===== src/rtl/biquad_pkg.sv =====
// Shared types, tap indices and fixed-point helpers for the multi-channel biquad cascade.
package biquad_pkg;

  localparam int N_TAPS = 5;
  localparam logic [2:0] TAP_B0 = 3'd0;
  localparam logic [2:0] TAP_B1 = 3'd1;
  localparam logic [2:0] TAP_B2 = 3'd2;
  localparam logic [2:0] TAP_A1 = 3'd3;
  localparam logic [2:0] TAP_A2 = 3'd4;

  // Wide working type so the helpers stay width-agnostic across instances.
  localparam int WIDE_W = 64;
  typedef logic signed [WIDE_W-1:0] wide_t;

  typedef enum logic [1:0] {IDLE, MAC, WB, OUT} state_t;

  // Five products of DATA_W x COEF_W need 3 guard bits.
  function automatic int acc_width(input int data_w, input int coef_w);
    return data_w + coef_w + 3;
  endfunction

  // Round half up, then arithmetic shift down by frac bits.
  function automatic wide_t round_shift(input wide_t v, input int frac);
    wide_t half;
    half = (frac > 0) ? (wide_t'(1) <<< (frac - 1)) : '0;
    return (v + half) >>> frac;
  endfunction

  function automatic logic sat_hit(input wide_t v, input int w);
    wide_t hi;
    wide_t lo;
    hi = (wide_t'(1) <<< (w - 1)) - wide_t'(1);
    lo = -(wide_t'(1) <<< (w - 1));
    return (v > hi) || (v < lo);
  endfunction

  function automatic wide_t sat_clamp(input wide_t v, input int w);
    wide_t hi;
    wide_t lo;
    hi = (wide_t'(1) <<< (w - 1)) - wide_t'(1);
    lo = -(wide_t'(1) <<< (w - 1));
    if (v > hi) return hi;
    if (v < lo) return lo;
    return v;
  endfunction

endpackage


===== src/rtl/biquad_mac.sv =====
// Signed multiply-accumulate for the biquad cascade, with rounded and narrowed result.
// BIQUAD_SATURATE_EN selects clamping (and the clamped flag) instead of wrap narrowing.
module biquad_mac
  import biquad_pkg::*;
#(
  parameter int DATA_W    = 24,
  parameter int COEF_W    = 18,
  parameter int COEF_FRAC = 14
) (
  input  logic                     clk,
  input  logic                     clr,
  input  logic                     en,
  input  logic                     sub,
  input  logic signed [COEF_W-1:0] coef,
  input  logic signed [DATA_W-1:0] data,
  output logic signed [DATA_W-1:0] y
`ifdef BIQUAD_SATURATE_EN
  ,
  output logic                     clamped
`endif
);

  localparam int ACC_W  = acc_width(DATA_W, COEF_W);
  localparam int PROD_W = DATA_W + COEF_W;

  logic signed [PROD_W-1:0] prod;
  logic signed [ACC_W-1:0]  acc_p1;
  wide_t                    acc_wide;
  wide_t                    y_round;

  assign prod = PROD_W'(coef) * PROD_W'(data);

  // Stage p1: accumulator register, cleared at the start of each section.
  always_ff @(posedge clk) begin
    if (clr) begin
      acc_p1 <= '0;
    end else if (en) begin
      acc_p1 <= sub ? (acc_p1 - ACC_W'(prod)) : (acc_p1 + ACC_W'(prod));
    end
  end

  assign acc_wide = WIDE_W'(acc_p1);
  assign y_round  = round_shift(acc_wide, COEF_FRAC);

`ifdef BIQUAD_SATURATE_EN
  assign y       = DATA_W'(sat_clamp(y_round, DATA_W));
  assign clamped = sat_hit(y_round, DATA_W);
`else
  assign y       = DATA_W'(y_round);
`endif

endmodule


===== src/rtl/biquad_cascade_mc.sv =====
// Time-multiplexed N_CH x N_STAGES Direct Form I biquad cascade on one shared MAC.
// Optional BIQUAD_SATURATE_EN adds output clamping and the sticky sat_flag port.
module biquad_cascade_mc
  import biquad_pkg::*;
#(
  parameter int DATA_W    = 24,
  parameter int COEF_W    = 18,
  parameter int COEF_FRAC = 14,
  parameter int N_CH      = 4,
  parameter int N_STAGES  = 2,
  localparam int CH_W     = (N_CH > 1) ? $clog2(N_CH) : 1,
  localparam int STG_W    = (N_STAGES > 1) ? $clog2(N_STAGES) : 1
) (
  input  logic                     clk,
  input  logic                     reset,
  input  logic                     in_valid,
  output logic                     in_ready,
  input  logic signed [DATA_W-1:0] in_data,
  input  logic [CH_W-1:0]          in_ch,
  output logic                     out_valid,
  output logic signed [DATA_W-1:0] out_data,
  output logic [CH_W-1:0]          out_ch,
  input  logic                     coef_we,
  input  logic [STG_W+2:0]         coef_addr,
  input  logic signed [COEF_W-1:0] coef_wdata,
  input  logic                     hist_clr
`ifdef BIQUAD_SATURATE_EN
  ,
  output logic                     sat_flag
`endif
);

  localparam logic signed [COEF_W-1:0] B0_UNITY = COEF_W'(1 << COEF_FRAC);

  state_t state_q, state_d;

  logic [STG_W-1:0]          stage_q;
  logic [2:0]                tap_q;
  logic [CH_W-1:0]           ch_q;
  logic                      discard_q;
  logic signed [DATA_W-1:0]  x_q;

  logic signed [COEF_W-1:0]  coef_q [N_STAGES][N_TAPS];
  logic signed [DATA_W-1:0]  x1_q [N_CH][N_STAGES];
  logic signed [DATA_W-1:0]  x2_q [N_CH][N_STAGES];
  logic signed [DATA_W-1:0]  y1_q [N_CH][N_STAGES];
  logic signed [DATA_W-1:0]  y2_q [N_CH][N_STAGES];

  logic                      accept;
  logic                      mac_en;
  logic                      wb;
  logic                      last_stage;
  logic                      mac_sub;
  logic signed [COEF_W-1:0]  mac_coef;
  logic signed [DATA_W-1:0]  mac_data;
  logic signed [DATA_W-1:0]  mac_y;
  logic                      mac_clamped;
  logic [STG_W-1:0]          we_stage;
  logic [2:0]                we_tap;
  logic                      we_ok;

  assign last_stage = (stage_q == STG_W'(N_STAGES - 1));
  assign we_stage   = coef_addr[STG_W+2:3];
  assign we_tap     = coef_addr[2:0];
  assign we_ok      = coef_we && in_ready &&
                      ({1'b0, we_stage} < (STG_W+1)'(N_STAGES)) && (we_tap <= TAP_A2);

  always_ff @(posedge clk or posedge reset) begin
    if (reset) state_q <= IDLE;
    else       state_q <= state_d;
  end

  always_comb begin
    state_d  = state_q;
    in_ready = 1'b0;
    accept   = 1'b0;
    mac_en   = 1'b0;
    wb       = 1'b0;
    case (state_q)
      IDLE: begin
        in_ready = 1'b1;
        if (in_valid) begin
          accept  = 1'b1;
          state_d = MAC;
        end
      end
      MAC: begin
        mac_en = 1'b1;
        if (tap_q == TAP_A2) state_d = WB;
      end
      WB: begin
        wb      = 1'b1;
        state_d = last_stage ? OUT : MAC;
      end
      OUT:     state_d = IDLE;
      default: state_d = IDLE;
    endcase
  end

  // Operand select: one tap per MAC cycle from the {channel, stage} history.
  always_comb begin
    mac_coef = coef_q[stage_q][tap_q];
    mac_data = x_q;
    mac_sub  = 1'b0;
    case (tap_q)
      TAP_B1: mac_data = x1_q[ch_q][stage_q];
      TAP_B2: mac_data = x2_q[ch_q][stage_q];
      TAP_A1: begin
        mac_data = y1_q[ch_q][stage_q];
        mac_sub  = 1'b1;
      end
      TAP_A2: begin
        mac_data = y2_q[ch_q][stage_q];
        mac_sub  = 1'b1;
      end
      default: mac_data = x_q;
    endcase
  end

  biquad_mac #(
    .DATA_W    (DATA_W),
    .COEF_W    (COEF_W),
    .COEF_FRAC (COEF_FRAC)
  ) u_mac (
    .clk     (clk),
    .clr     (accept | wb),
    .en      (mac_en),
    .sub     (mac_sub),
    .coef    (mac_coef),
    .data    (mac_data),
    .y       (mac_y)
`ifdef BIQUAD_SATURATE_EN
    ,
    .clamped (mac_clamped)
`endif
  );

`ifndef BIQUAD_SATURATE_EN
  assign mac_clamped = 1'b0;
`endif

  always_ff @(posedge clk or posedge reset) begin
    if (reset) begin
      stage_q   <= '0;
      tap_q     <= '0;
      discard_q <= 1'b0;
      out_valid <= 1'b0;
      out_data  <= '0;
      out_ch    <= '0;
    end else begin
      out_valid <= 1'b0;
      if (accept) begin
        stage_q   <= '0;
        tap_q     <= '0;
        discard_q <= ({1'b0, in_ch} >= (CH_W+1)'(N_CH));
      end
      if (mac_en) tap_q <= tap_q + 3'd1;
      if (wb) begin
        tap_q   <= '0;
        stage_q <= stage_q + STG_W'(1);
      end
      if (state_q == OUT && !discard_q) begin
        out_valid <= 1'b1;
        out_data  <= x_q;
        out_ch    <= ch_q;
      end
    end
  end

  // Working sample: input on accept, then each section's result feeds the next.
  always_ff @(posedge clk) begin
    if (accept) begin
      ch_q <= in_ch;
      x_q  <= in_data;
    end else if (wb) begin
      x_q  <= mac_y;
    end
  end

  always_ff @(posedge clk or posedge reset) begin
    if (reset) begin
      for (int s = 0; s < N_STAGES; s++)
        for (int t = 0; t < N_TAPS; t++)
          coef_q[s][t] <= (t == int'(TAP_B0)) ? B0_UNITY : '0;
    end else if (we_ok) begin
      coef_q[we_stage][we_tap] <= coef_wdata;
    end
  end

  always_ff @(posedge clk or posedge reset) begin
    if (reset) begin
      for (int c = 0; c < N_CH; c++)
        for (int s = 0; s < N_STAGES; s++) begin
          x1_q[c][s] <= '0;
          x2_q[c][s] <= '0;
          y1_q[c][s] <= '0;
          y2_q[c][s] <= '0;
        end
    end else if (in_ready && hist_clr) begin
      for (int c = 0; c < N_CH; c++)
        for (int s = 0; s < N_STAGES; s++) begin
          x1_q[c][s] <= '0;
          x2_q[c][s] <= '0;
          y1_q[c][s] <= '0;
          y2_q[c][s] <= '0;
        end
    end else if (wb && !discard_q) begin
      x2_q[ch_q][stage_q] <= x1_q[ch_q][stage_q];
      x1_q[ch_q][stage_q] <= x_q;
      y2_q[ch_q][stage_q] <= y1_q[ch_q][stage_q];
      y1_q[ch_q][stage_q] <= mac_y;
    end
  end

`ifdef BIQUAD_SATURATE_EN
  always_ff @(posedge clk or posedge reset) begin
    if (reset)                      sat_flag <= 1'b0;
    else if (in_ready && hist_clr)  sat_flag <= 1'b0;
    else if (wb && mac_clamped)     sat_flag <= 1'b1;
  end
`endif

endmodule


===== config.mk =====
export PLATFORM = sky130hd
export DESIGN_NAME = biquad_cascade_mc
export DESIGN_NICKNAME = d
export VERILOG_FILES = /design/src/rtl/biquad_pkg.sv /design/src/rtl/biquad_mac.sv /design/src/rtl/biquad_cascade_mc.sv
export SDC_FILE = /design/constraint.sdc
export NUM_CORES = 2
export LEC_CHECK = 0
export ABC_AREA = 1
export BUFFER_PORTS_ARGS = -buffer_cell sky130_fd_sc_hd__clkbuf_2
export CAP_MARGIN = 20
export CORE_ASPECT_RATIO = 1.25
export CORE_UTILIZATION = 29
export CTS_CLUSTER_DIAMETER = 200
export DETAILED_ROUTE_END_ITERATION = 6
export PLACE_DENSITY_LB_ADDON = 0.2
export SLEW_MARGIN = 0
export SYNTH_ARGS = -nofsm -noshare
export SYNTH_HDL_FRONTEND = slang
export SYNTH_SLANG_ARGS = --single-unit
export TNS_END_PERCENT = 10

===== constraint.sdc =====
create_clock -name clk -period 34.7 [get_ports clk]
set_input_delay 3.47 -clock clk [delete_from_list [all_inputs] [get_ports clk]]
set_output_delay 3.47 -clock clk [all_outputs]
set_load 0.01 [all_outputs]

=== Yosys cells after proc, flatten, opt, wreduce, memory -nomap -nowiden ===
Cells that the tools add are included.

* Register bits after elaboration: 1052
* Bits of input ports: 53
* Output and inout port bits: 28
* Word-level logic and storage cells: 166

* $add $sub $neg: 5
* $mul: 1
* Order comparisons: 10
* Equality and inequality tests: 9
* Muxes and demuxes: 71
* Bitwise gates (word level): 6
* Reductions and logical operators: 13

{| class="wikitable"
|+ Operator list
! cell !! count
|-
| two-way mux 192 bit || 8
|-
| bitwise mux 192 bit || 4
|-
| two-way mux 48 bit || 9
|-
| binary-select mux 48 bit (select 2 bit) || 4
|-
| two-way mux 24 bit || 15
|-
| two-way mux 90 bit || 4
|-
| bitwise mux 180 bit || 1
|-
| demux 48 bit (select 2 bit) || 1
|-
| one-hot mux 24 bit (4 select lines) || 1
|-
| demux 90 bit (select 1 bit) || 1
|-
| binary-select mux 18 bit (select 3 bit) || 1
|-
| demux 18 bit (select 3 bit) || 1
|-
| two-way mux 18 bit || 3
|-
| adder 45 x 42 -> 45 bit || 1
|-
| two-way mux 45 bit || 1
|-
| subtractor 45 x 42 -> 45 bit || 1
|-
| multiplier 18 x 24 -> 42 bit || 1
|-
| adder 38 x 15 -> 38 bit, second input constant || 1
|-
| demux 24 bit (select 1 bit) || 1
|-
| two-way mux 1 bit || 9
|-
| two-way mux 3 bit || 3
|-
| >= comparator 4 bit, second input constant || 2
|-
| inverter 3 -> 4 bit || 2
|-
| one-hot mux 2 bit (4 select lines) || 1
|-
| other kinds (24) || 39
|}

=== Depth between registers and ports, before layout ===
* Depth in word-level cells: 11
* Mapped depth: 61
* Gate-level depth less buffers: 57

=== Cells and area by module ===
From an unflattened synthesis, not the netlist that was laid out.

* Cell total of the unflattened synthesis: 9126
* Area, all modules: 68286.7 µm²

{| class="wikitable"
|+ Modules (own cells, without submodules)
! module !! times used !! cells each !! area each (µm²) !! seq. area each (µm²)
|-
| biquad_cascade_mc || 1 || 5988 || 46932.5 || 25331.8
|-
| biquad_mac || 1 || 3138 || 21354.2 || 760.7
|}

=== Least setup slack after synthesis ===
No wires, ideal clock.

* Kind: register to register
* From: register tap_q[0]
* To: register u_mac.acc_p1[37]
* Setup time: 110 ps
* Data arrival time: 9915 ps
* Required time: 34590 ps
* Slack: 24675 ps
* Cell stages (with the launch flop): 55
* Path buffers: 6
* Period minus slack after synthesis: 10025 ps
* Cell sequence: dfrtp_1 inv_2 clkbuf_1 clkbuf_1 ha_1 inv_1 nor2_1 nor2_1 nand2_2 buf_2 clkbuf_1 buf_2 o21ai_2 inv_2 nand2_1 fa_1 inv_1 fa_1 (+19 left out) nand2_1 xor2_1 ha_1 clkbuf_1 a21oi_1 inv_1 a31oi_1 o21ai_0 a31oi_1 nand2_1 a31oi_1 inv_1 nand3_1 nand3_1 nand2_1 nand3_1 nand2_1 nor2_1

* Longest elaborated chain between the ends: 7
* Elaborated cells between the ends (all ways): 15
* Those cells by class: add/sub (2); mul (1); eq/ne (4); mux (6); bitwise (1); reduce/logical (1)

{| class="wikitable"
|+ Ends and longest elaborated chain
! item !! RTL line !! text
|-
| start, declared || biquad_cascade_mc.sv:38 || <nowiki>logic [2:0] tap_q;</nowiki>
|-
| start signal, assigned || biquad_cascade_mc.sv:157 || <nowiki>if (mac_en) tap_q <= tap_q + 3'd1;</nowiki>
|-
| inverter 3 -> 4 bit (implied by the code) || biquad_cascade_mc.sv:102 || <nowiki>mac_coef = coef_q[stage_q][tap_q];</nowiki>
|-
| binary-select mux 18 bit (select 3 bit) || biquad_cascade_mc.sv:102 ||
|-
| two-way mux 18 bit (implied by the code) (2 in a row) || biquad_cascade_mc.sv:102 ||
|-
| multiplier 18 x 24 -> 42 bit || biquad_mac.sv:31 || <nowiki>assign prod = PROD_W'(coef) * PROD_W'(data);</nowiki>
|-
| adder 45 x 42 -> 45 bit or subtractor 45 x 42 -> 45 bit (tied branches) || biquad_mac.sv:38 || <nowiki>acc_p1 <= sub ? (acc_p1 - ACC_W'(prod)) : (acc_p1 + ACC_W'(prod));</nowiki>
|-
| two-way mux 45 bit (*) || biquad_mac.sv:38 ||
|-
| end signal, assigned || biquad_mac.sv:38 ||
|-
| end, declared || biquad_mac.sv:27 || <nowiki>logic signed [ACC_W-1:0] acc_p1;</nowiki>
|}

Mark *: on every way between the ends. The rest lies on a longest branch, timed or not. The select of a mux whose other input is x is not followed.
A chain may end at the register's enable or synchronous reset.

=== Worst setup path after layout ===
* From: register tap_q[1]
* To: register u_mac.acc_p1[35]

The elaborated chain is that of the path after synthesis.

==> out/metrics.csv <==
stage;metric;value;unit
drt;first_iter_violations;4466;
sta;finalMaxSlewViolations;0;
synth;synth_nets;7986;
floorplan;chipHeight;526.6;µm
worst_setup_path;crit_type;flop to flop;
place;gp_congestion;0.9140;
synth;async_flop_share;93.88;%
clock_network;cts_max_path_buffers;3;
drt;drt_wl_total;243500;µm
global_routing;antenna_found_initial;10;
drt;route.detailed.drc;0;
synth;yosys_warnings;0;
synth;seq_area_frac_synth;40.87;%
worst_setup_path;cpPeakStageDelay;670;ps
clock_network;cts_tree;done;
synth;synth_flop_cell;dfrtp_1;
drt;viasPerCell;5.207;
clock_network;path_clk_slew;60;ps
worst_setup_path;cp_data_required_time;35360;ps
sta;worst_slew_margin_rel;22.91;%
global_routing;grt_max_degree;120;
clock_network;cts_hold_buf;0;
synth;synth_seq_cells;1045;
finish;area_growth;10.93;%
finish;layout.nets;7855;
drt;drtAntennaViolNets;0;
worst_setup_path;critPathSlowestCell;inv_2;
finish;layout-drive-gt1-share;7.324;%
global_routing;track_usage;21.70;%
sta;rsz0062_at_grt;no;
floorplan;num_rows;192;
worst_setup_path;crit_fanout;40;
hold_path;hp-class;flop to flop;
drt;vias;53502;
global_routing;grt_first_pass_wirelength;365500;µm
finish;mostFrequentLayoutCells;nand2_1, inv_1, dfrtp_1, o21ai_0, o22ai_1;
floorplan;ios;81;
floorplan;die_w;421.7;µm
clock_network;cts-root-buf;clkbuf_16;
sta;max_freq;0.07355;GHz
worst_setup_path;path_common_cell;inv_1;
sta;tns;0;ps
sta;setup_viol;0;
floorplan;core;218900;µm²
place;dp_hpwl;158800;µm
finish;n_fill_cell;23013;
clock_network;numCtsBuffers;108;
place;post-place-ws;21230;ps
clock_network;post-cts-setup-buffers;0;
drt;wl_per_cell;23.69;µm
sta;fin_skew;34.90;ps
outcome;status;complete, no violations;
clock_network;htreeDepth;3;
synth;syn_area;63840;µm²
floorplan;start_util;29.17;%
sta;min_period;13600;ps
synth;syn_inst;7396;
clock_network;cts_sinks;1045;
synth;postSynthAreaPerCell;8.632;µm²
sta;hold_viol;0;
worst_setup_path;cp-end-kind;flop;
place;portBuffers;80;
sta;setup_slack;21100;ps
worst_setup_path;worst_ep_arrival_time;14260;ps
clock_network;cts_resized;0;
global_routing;grt_pass1_vias;55163;
floorplan;die_area;222000;µm²
global_routing;overflow;0;
worst_setup_path;start_kind;flop;
clock_network;clock_latency;770;ps
flow_run;maxCapViolCount;0;
sta;worst_pin_slew;1152;ps
finish;final_common_cell;nand2_1;
drt;drtPass1Iterations;6;
hold_path;hold_depth;2;
worst_setup_path;reg2reg_depth;52;
synth;synth_edf_count;26;
sta;finalCritPeriodShare;39.18;%
synth;synth_cell_type_count;72;
## layout make-up
class / count / area [µm²] / area share [%]
multi-input combinational: 4720 / 31450 / 44.41
clock inverter: 39 / 511.7 / 0.7226
antenna: 6 / 15.01 / 0.02120
tap: 2910 / 3641 / 5.141
sequential: 1045 / 26100 / 36.85
inverter: 1187 / 4491 / 6.341
timing repair buffer: 203 / 1378 / 1.945
clock buffer: 165 / 3239 / 4.574
## metrics by stage
| step | utilization [%] | instance area, µm² | hold slack (ps) | cells |
|---|---|---|---|---|
| floorplan | - | 63840 | 425.2 | 7396 |
| global placement | 30.60 | 66970 | 433.0 | 10059 |
| detailed placement | 30.61 | 67000 | 447.1 | 10062 |
| CTS | 32.33 | 70750 | 461.2 | 10266 |
| global route | 32.36 | 70810 | 488.4 | 10270 |
| finish | 32.36 | 70820 | 456.1 | 10275 |
## critical path, delay by kind of cell, from the launching register on
family,cells,cell delay [ps]
adder cells (fa/ha/maj),9,4020
buffers and inverters,14,3290
AND/OR/NAND/NOR,18,3130
AO/OA/AOI/OAI,9,2070
XOR/XNOR,2,540
flip-flops,1,360
## final timing paths
path	slack [ps]	from	to
worst max-delay path	21100	tap_q[1]	u_mac.acc_p1[35]
worst min-delay path	460	u_mac.acc_p1[2]	u_mac.acc_p1[2]
worst max register to register	21100	tap_q[1]	u_mac.acc_p1[35]
worst min register to register	460	u_mac.acc_p1[2]	u_mac.acc_p1[2]
max in group asynchronous	26940	reset	y1_q[160]
min in group asynchronous	2830	reset	x2_q[93]
## Yosys cell counts, types with 38 or more instances
library cell | instances | share of area, %
xor2_1 | 67 | 0.92
o211ai_1 | 61 | 0.72
nor2_1 | 399 | 2.3
dfxtp_1 | 38 | 1.2
ha_1 | 144 | 2.8
nand2_1 | 1203 | 7.1
clkbuf_1 | 255 | 1.5
buf_2 | 112 | 0.88
fa_1 | 393 | 12
o21ai_1 | 39 | 0.31
o22ai_1 | 528 | 5.2
o221ai_1 | 46 | 0.63
dfrtp_1 | 979 | 38
a221oi_1 | 39 | 0.54
o21ai_0 | 701 | 5.5
inv_1 | 1149 | 6.8
a21oi_1 | 181 | 1.4
nand3_1 | 531 | 4.2
a22oi_1 | 64 | 0.75
## layer usage
metal | wire length [µm] | up-vias | GRT usage [%]
met5 | 24 | - | 0
met4 | 10810 | 4 | 9.188
met3 | 12110 | 364 | 2.799
met2 | 120800 | 1549 | 37.94
met1 | 99770 | 27325 | 26.70
li1 | - | 24260 | -
## registers in the layout (all words and copies together) (netlist names), 3 cells and up
signal	flops
y2_q	192
u_mac.acc_p1	38
out_data	24
y1_q	192
x1_q	192
x2_q	192
x_q	24
coef_q	180
tap_q	3
## logic make-up (layout without fill, tap and decap cells)
group                    Yosys count  count (layout)  synth area share [%]
flip-flops                      1045            1045                 40.87
adder cells (fa/ha/maj)          537             537                 15.15
buffers and inverters           1631            1594                 10.24
AO/OA/AOI/OAI                   1829            1829                 17.35
other                              0               6                     0
multiplexers                       1               1               0.01568
XOR/XNOR                         106             106                 1.513
AND/OR/NAND/NOR                 2247            2247                 14.87
Power is left out: the tool's default activity adds up to more than one toggle a clock period on the data nets, which glitch-free logic cannot reach.
